## src/rtl/psg_pkg.sv

```systemverilog
// Shared constants, types and helpers for the PSG voice datapath.
package psg_pkg;

   localparam int unsigned ACC_WID       = 24;
   localparam int unsigned LFSR_WID      = 23;
   localparam int unsigned LFSR_TAP_HI   = 22;
   localparam int unsigned LFSR_TAP_LO   = 17;
   localparam int unsigned NOISE_CLK_BIT = 19;
   localparam int unsigned PW_WID        = 12;

   localparam logic [LFSR_WID-1:0] LFSR_SEED = 23'h7FFFF8;

   typedef logic [ACC_WID-1:0]  acc_t;
   typedef logic [LFSR_WID-1:0] lfsr_t;

   // Accumulator update selected each clk, highest priority first: CLEAR, SYNC, ADD, HOLD.
   typedef enum logic [1:0] {
      ACC_HOLD  = 2'd0,
      ACC_ADD   = 2'd1,
      ACC_SYNC  = 2'd2,
      ACC_CLEAR = 2'd3
   } acc_op_t;

   function automatic logic lfsr_fb(input lfsr_t v);
      return v[LFSR_TAP_HI] ^ v[LFSR_TAP_LO];
   endfunction

endpackage

```

## src/rtl/psg_noise_lfsr.sv

```systemverilog
// 23-bit Fibonacci noise LFSR with reseed input and an all-zero lock-up guard.
module psg_noise_lfsr
   import psg_pkg::*;
(
   input  logic        clk,
   input  logic        rst,
   input  logic        reseed,
   input  logic        step,
   output logic [22:0] lfsr
);

   lfsr_t r_lfsr;

   // A zero state would never leave zero, so it is forced back to the seed.
   always_ff @(posedge clk or posedge rst) begin
      if (rst) begin
         r_lfsr <= LFSR_SEED;
      end else if (reseed || (r_lfsr == '0)) begin
         r_lfsr <= LFSR_SEED;
      end else if (step) begin
         r_lfsr <= {r_lfsr[LFSR_WID-2:0], lfsr_fb(r_lfsr)};
      end
   end

   assign lfsr = r_lfsr;

endmodule

```

## src/rtl/psg_tone_generator.sv

```systemverilog
// PSG per-voice waveform source: phase accumulator feeding triangle, saw, pulse, noise and wavetable outputs.
// Optional ring modulation of the triangle is enabled by defining PSG_RINGMOD_EN.
module psg_tone_generator #(
   parameter int unsigned WID     = 16,
   parameter int unsigned ACC_WID = psg_pkg::ACC_WID,
   parameter int unsigned WT_AW   = 10
) (
   input  logic               clk,
   input  logic               rst,
   input  logic               ce,
   input  logic [ACC_WID-1:0] freq,
   input  logic [11:0]        pw,
   input  logic               test,
   input  logic               sync_en,
   input  logic               sync_in,
`ifdef PSG_RINGMOD_EN
   input  logic               ring_en,
   input  logic               ring_in,
`endif
   output logic               acc_msb_o,
   output logic [WID-1:0]     tri_o,
   output logic [WID-1:0]     saw_o,
   output logic [WID-1:0]     pulse_o,
   output logic [WID-1:0]     noise_o,
   output logic [WID-1:0]     wave_o,
   output logic [WT_AW-1:0]   wt_adr_o,
   input  logic [WID-1:0]     wt_dat_i
);

   import psg_pkg::*;

   acc_t        r_acc;
   logic        r_sync_prev;
   acc_t        w_acc_next;
   acc_op_t     w_acc_op;
   logic        w_sync_edge;
   logic        w_lfsr_step;
   logic [22:0] w_lfsr;
   logic        w_tri_inv;
   logic        w_pulse_hi;
   logic        w_unused_lfsr;

   // Accumulator update: test beats a sync edge, which beats a normal advance.
   always_comb begin
      w_sync_edge = ce & sync_en & sync_in & ~r_sync_prev;
      w_acc_op    = ACC_HOLD;
      w_acc_next  = r_acc;
      if (test) begin
         w_acc_op = ACC_CLEAR;
      end else if (w_sync_edge) begin
         w_acc_op = ACC_SYNC;
      end else if (ce) begin
         w_acc_op = ACC_ADD;
      end
      case (w_acc_op)
         ACC_CLEAR, ACC_SYNC: w_acc_next = '0;
         ACC_ADD:             w_acc_next = r_acc + freq;
         default:             w_acc_next = r_acc;
      endcase
      w_lfsr_step = (w_acc_op == ACC_ADD) & ~r_acc[NOISE_CLK_BIT] & w_acc_next[NOISE_CLK_BIT];
   end

   always_ff @(posedge clk or posedge rst) begin
      if (rst) begin
         r_acc       <= '0;
         r_sync_prev <= 1'b0;
      end else begin
         r_acc <= w_acc_next;
         if (ce) begin
            r_sync_prev <= sync_in;
         end
      end
   end

   psg_noise_lfsr u_lfsr (
      .clk    (clk),
      .rst    (rst),
      .reseed (test),
      .step   (w_lfsr_step),
      .lfsr   (w_lfsr)
   );

`ifdef PSG_RINGMOD_EN
   assign w_tri_inv = r_acc[ACC_WID-1] ^ (ring_en & ring_in);
`else
   assign w_tri_inv = r_acc[ACC_WID-1];
`endif

   assign w_pulse_hi    = (r_acc[ACC_WID-1 -: PW_WID] >= pw);
   assign w_unused_lfsr = ^w_lfsr;

   // Waveforms register from the current state; wave_o adds one more stage behind the RAM read.
   always_ff @(posedge clk or posedge rst) begin
      if (rst) begin
         acc_msb_o <= 1'b0;
         saw_o     <= '0;
         tri_o     <= '0;
         pulse_o   <= '0;
         noise_o   <= '0;
         wt_adr_o  <= '0;
         wave_o    <= '0;
      end else begin
         acc_msb_o <= r_acc[ACC_WID-1];
         saw_o     <= r_acc[ACC_WID-1 -: WID];
         tri_o     <= {WID{w_tri_inv}} ^ r_acc[ACC_WID-2 -: WID];
         pulse_o   <= {WID{w_pulse_hi}};
         noise_o   <= w_lfsr[LFSR_WID-1 -: WID];
         wt_adr_o  <= r_acc[ACC_WID-1 -: WT_AW];
         wave_o    <= wt_dat_i;
      end
   end

endmodule
```

## config.mk

```make
export PLATFORM = sky130hd
export DESIGN_NAME = psg_tone_generator
export DESIGN_NICKNAME = d
export VERILOG_FILES = /design/src/rtl/psg_pkg.sv /design/src/rtl/psg_noise_lfsr.sv /design/src/rtl/psg_tone_generator.sv
export SDC_FILE = /design/constraint.sdc
export NUM_CORES = 1
export LEC_CHECK = 0
export CORE_UTILIZATION = 44
export DETAILED_ROUTE_END_ITERATION = 8
export PLACE_DENSITY = 0.78
export SYNTH_ARGS = -nofsm -noshare
export SYNTH_HDL_FRONTEND = slang
export SYNTH_SLANG_ARGS = --single-unit
```

## constraint.sdc

```tcl
create_clock -name clk -period 3.35 [get_ports clk]
set_input_delay 0.67 -clock clk [delete_from_list [all_inputs] [get_ports clk]]
set_output_delay 0.67 -clock clk [all_outputs]
set_load 0.01 [all_outputs]
```

==> results.sh, run 1 <==
export IMPL_dr_max_layer_used="met4"
export IMPL_synth_xor_area_share_pct=5.35
export IMPL_fin_nets=711
export IMPL_wl_met2_um=6060
export IMPL_endpoint_kind="flop"
export IMPL_syn_avg_cell_area_um2=11.4
export IMPL_synth_top_family_by_area="compound AO/OA/AOI/OAI gates"
export IMPL_peakVddDrop_v=0.000277
export IMPL_p_sw_mw=1.23
export IMPL_drive_gt1_share_pct=12.4
export IMPL_r2r_slack_ns=0.69
export IMPL_slew_violations=0
export IMPL_synthMuxAreaShare_pct=4.33
export IMPL_gp_congestion=0.897
export IMPL_critical_path_class="in -> reg"
export IMPL_rsz0062_at_grt="false"
export IMPL_num_vias=4047
export IMPL_worst_slew_pin_slew_ns=0.692
export IMPL_grt_max_degree=114
export IMPL_grt_pass1_vias=4151
export IMPL_worst_r2r_cell_count=10
export IMPL_dieArea_um2=12700
export IMPL_synth_cells=473
export IMPL_ys_seq_area_share_pct=52.9
export IMPL_relSlewSlack_pct=53.7
export IMPL_via_per_inst=5.21
export IMPL_pwr_share_seq_pct=35.9
export IMPL_io_pins=149
export IMPL_yosysWarnings=0
export IMPL_cts_tree="done"
export IMPL_drc=0
export IMPL_clkLatencyLatePin_ns=0.41
export IMPL_maxCapViolations=0
export IMPL_clk_pin_slew_ns=0.06
export IMPL_fin_cells=777
export IMPL_syn_area_um2=5400
export IMPL_grt_ovfl_total=0
export IMPL_holdWs_ns=0.416
export IMPL_clk_path_buf_depth=2
export IMPL_wl_per_cell_um=15.9
export IMPL_n_antenna_cell=0
export IMPL_drtAntennaViolNets=0
export IMPL_synthAdderAreaFrac_pct=8.48
export IMPL_timing_rr_end="r_acc[20]"
export IMPL_async_reset_ff_share_pct=100
export IMPL_clkPwrFrac_pct=40.7
export IMPL_initialDrtViolationCount=231
export IMPL_cp_max_fo=26
export IMPL_hpwlAfterDp_um=8620
export IMPL_initial_utilization_pct=45.1
export IMPL_dr_pass1_iters=4
export IMPL_crit_path_start="freq[1]"
export IMPL_core_um2=12000
export IMPL_fmax_ghz=0.334
export IMPL_wl_um=12300
export IMPL_met1_length_um=5300
export IMPL_synth_edff_count=0
export IMPL_post_route_min_period_ns=3.00
export IMPL_root_buffer="clkbuf_16"
export IMPL_post_route_period_util_pct=89.5
export IMPL_rows=40
export IMPL_p_comb_share_pct=23.4
export IMPL_dp_cells=745
export IMPL_h_tree_depth=4
export IMPL_die_w_um=113
export IMPL_antenna_found_initial=0
export IMPL_cp_endpoint="u_lfsr.lfsr[17]"
export IMPL_synth_cell_types=57
export IMPL_numCtsBuffers=17
export IMPL_fp_dieH_um=113
export IMPL_cts_setup_buffers=0
export IMPL_clock_sinks=113
export IMPL_p_int_mw=3.20
export IMPL_outcome="finished, final reports clean"
export IMPL_required_ns=3.68
export IMPL_synth_compound_area_share_pct=13.4
export IMPL_swShare_pct=27.8
export IMPL_p_per_area_nw_per_um2=588
export IMPL_syn_to_final_growth_pct=39.8
export IMPL_post_route_util_pct=63.1
export IMPL_arrival_ns=3.33
export IMPL_hold_path_class="reg -> reg"
export IMPL_cts_resized=0
export IMPL_r2r_start="r_acc[0]"
export IMPL_syn_nets=567
export IMPL_grt_pass1_wl_um=20400
export IMPL_hold_buffers=0
export IMPL_start_kind="primary input"
export IMPL_dr_wl_met3_um=742
export IMPL_finalSetupViolCount=0
export IMPL_leakage_nw=3.32
export IMPL_hold_viol=0
export IMPL_ys_ff_latch=113
export IMPL_grt_total_usage_pct=20.7
export IMPL_synth_ff_type="dfrtp_1"
export IMPL_synthSimpleGateAreaFrac_pct=9.18
export IMPL_skew_ns=0.00684
export IMPL_io_buffers=148
[placed cells by master, fill, tap and decap left out, types with 6 or more instances in the layout]
cell type	n
xnor2_1	10
nand3_1	9
a21o_1	9
a21oi_1	21
nor3_1	6
o21ai_0	31
xor2_1	23
dfstp_2	20
nor4_1	6
dfrtp_1	93
buf_4	15
nor2_1	11
a211oi_1	6
inv_1	17
nand2_1	53
ha_1	35
clkdlybuf4s50_1	148
mux2i_1	20
clkbuf_16	17
[cell usage after synthesis, drive strengths merged, types with 2 or more instances]
cell type	n	share of area (%)
nor2b	2	0.23
inv	18	1.3
dfstp	20	9.7
nor2	11	0.76
a211o	3	0.49
nor3	6	0.56
and4	2	0.32
a22o	4	0.65
xnor2	10	1.6
o2111ai	2	0.32
nand2b	4	0.46
o21a	5	0.70
a31oi	6	0.97
or3	3	0.35
buf	31	4.5
nor4	6	0.70
a211oi	6	0.83
ha	35	8.1
nand3	9	0.83
nand4	2	0.23
o311ai	2	0.32
a21o	10	1.4
clkbuf	9	0.67
mux2i	21	4.1
dfrtp	93	43
o21bai	3	0.42
nand2	53	3.7
xor2	23	3.7
o21ai	32	3.0
a21oi	21	1.9
o211ai	3	0.60
o31ai	4	0.81
[how the worst min path moves through the flow]
stage / startpoint / to / slack (ns) / depth (start not counted)
2_1_floorplan: r_acc[23] / acc_msb_o / 0.39 / 0
3_3_place_gp: u_lfsr.lfsr[16] / noise_o[9] / 0.41 / 0
3_5_place_dp: u_lfsr.lfsr[7] / noise_o[0] / 0.41 / 0
4_1_cts: u_lfsr.lfsr[13] / noise_o[6] / 0.42 / 0
5_1_grt: u_lfsr.lfsr[13] / noise_o[6] / 0.42 / 0
6_report: u_lfsr.lfsr[13] / noise_o[6] / 0.42 / 0
[state kept, by name, indices dropped and copies added (netlist names)]
signal	flops
u_lfsr.lfsr	23
pulse_o	1
saw_o	6
wave_o	16
noise_o	16
acc_msb_o	1
r_acc	24
wt_adr_o	9
r_sync_prev	1
tri_o	16
[cell type report]
class                           count  area, µm²
Inverter                           18       71.3
Multi-Input combinational cell    302       2200
Clock inverter                     13        151
Sequential cell                   113       2850
Fill cell                         938       4420
Tap cell                          147        184
Timing Repair Buffer              165       1630
Clock buffer                       19        453
[cell families after synthesis]
logic type,Yosys count
flip-flops,113
AO/OA/AOI/OAI,106
AND/OR/NAND/NOR,105
buffers and inverters,58
adder cells (fa/ha/maj),36
XOR/XNOR,33
multiplexers,22
[power groups by stage]
| stage | Sequential (mW) | Clock [mW] | Combinational [mW] |
|---|---|---|---|
| floorplan | 1.65 | 0 | 0.559 |
| CTS | 1.59 | 1.84 | 1.04 |
| finish | 1.59 | 1.80 | 1.04 |
| detailed placement | 1.62 | 0 | 1.03 |
| global route | 1.61 | 1.92 | 1.13 |
| global placement | 1.61 | 0 | 1.01 |
[critical path, cell delays in order]
cell	delay (ns)
clkdlybuf4s50_1	0.48
ha_1	0.34
a211oi_1	0.34
o211a_1	0.29
o31ai_4	0.10
a31oi_4	0.25
mux2i_4	0.29
buf_12	0.22
mux2i_1	0.25
nand2_1	0.09
[layer usage]
metal  up-vias  track usage [%]
li1       1933                -
met1      1948             24.3
met2       145             35.3
met3        21             5.52
met4         0             9.60
met5         -                0
[stage by stage]
step / area, µm² / setup TNS [ns] / power [mW] / setup WS (ns)
after detailed placement: 6940 / -0.145 / 2.65 / -0.0423
after floorplan: 5400 / 0 / 2.21 / 0.333
after CTS: 7540 / 0 / 4.48 / 0.352
final: 7540 / 0 / 4.43 / 0.351
after global routing: 7540 / 0 / 4.66 / 0.225
after global placement: 6940 / 0 / 2.62 / 0.0417
(Power assumes the default switching activity.)
==> inputs of run 2 (changes only) <==
--- a/config.mk
+++ b/config.mk
@@ -5,6 +5,7 @@
 export SDC_FILE = /design/constraint.sdc
 export NUM_CORES = 1
 export LEC_CHECK = 0
+export CAP_MARGIN = 5
 export CORE_UTILIZATION = 44
 export DETAILED_ROUTE_END_ITERATION = 8
 export PLACE_DENSITY = 0.78
==> results of run 2 <==
Final layout, timing and power as in run 1 (identical DEF).
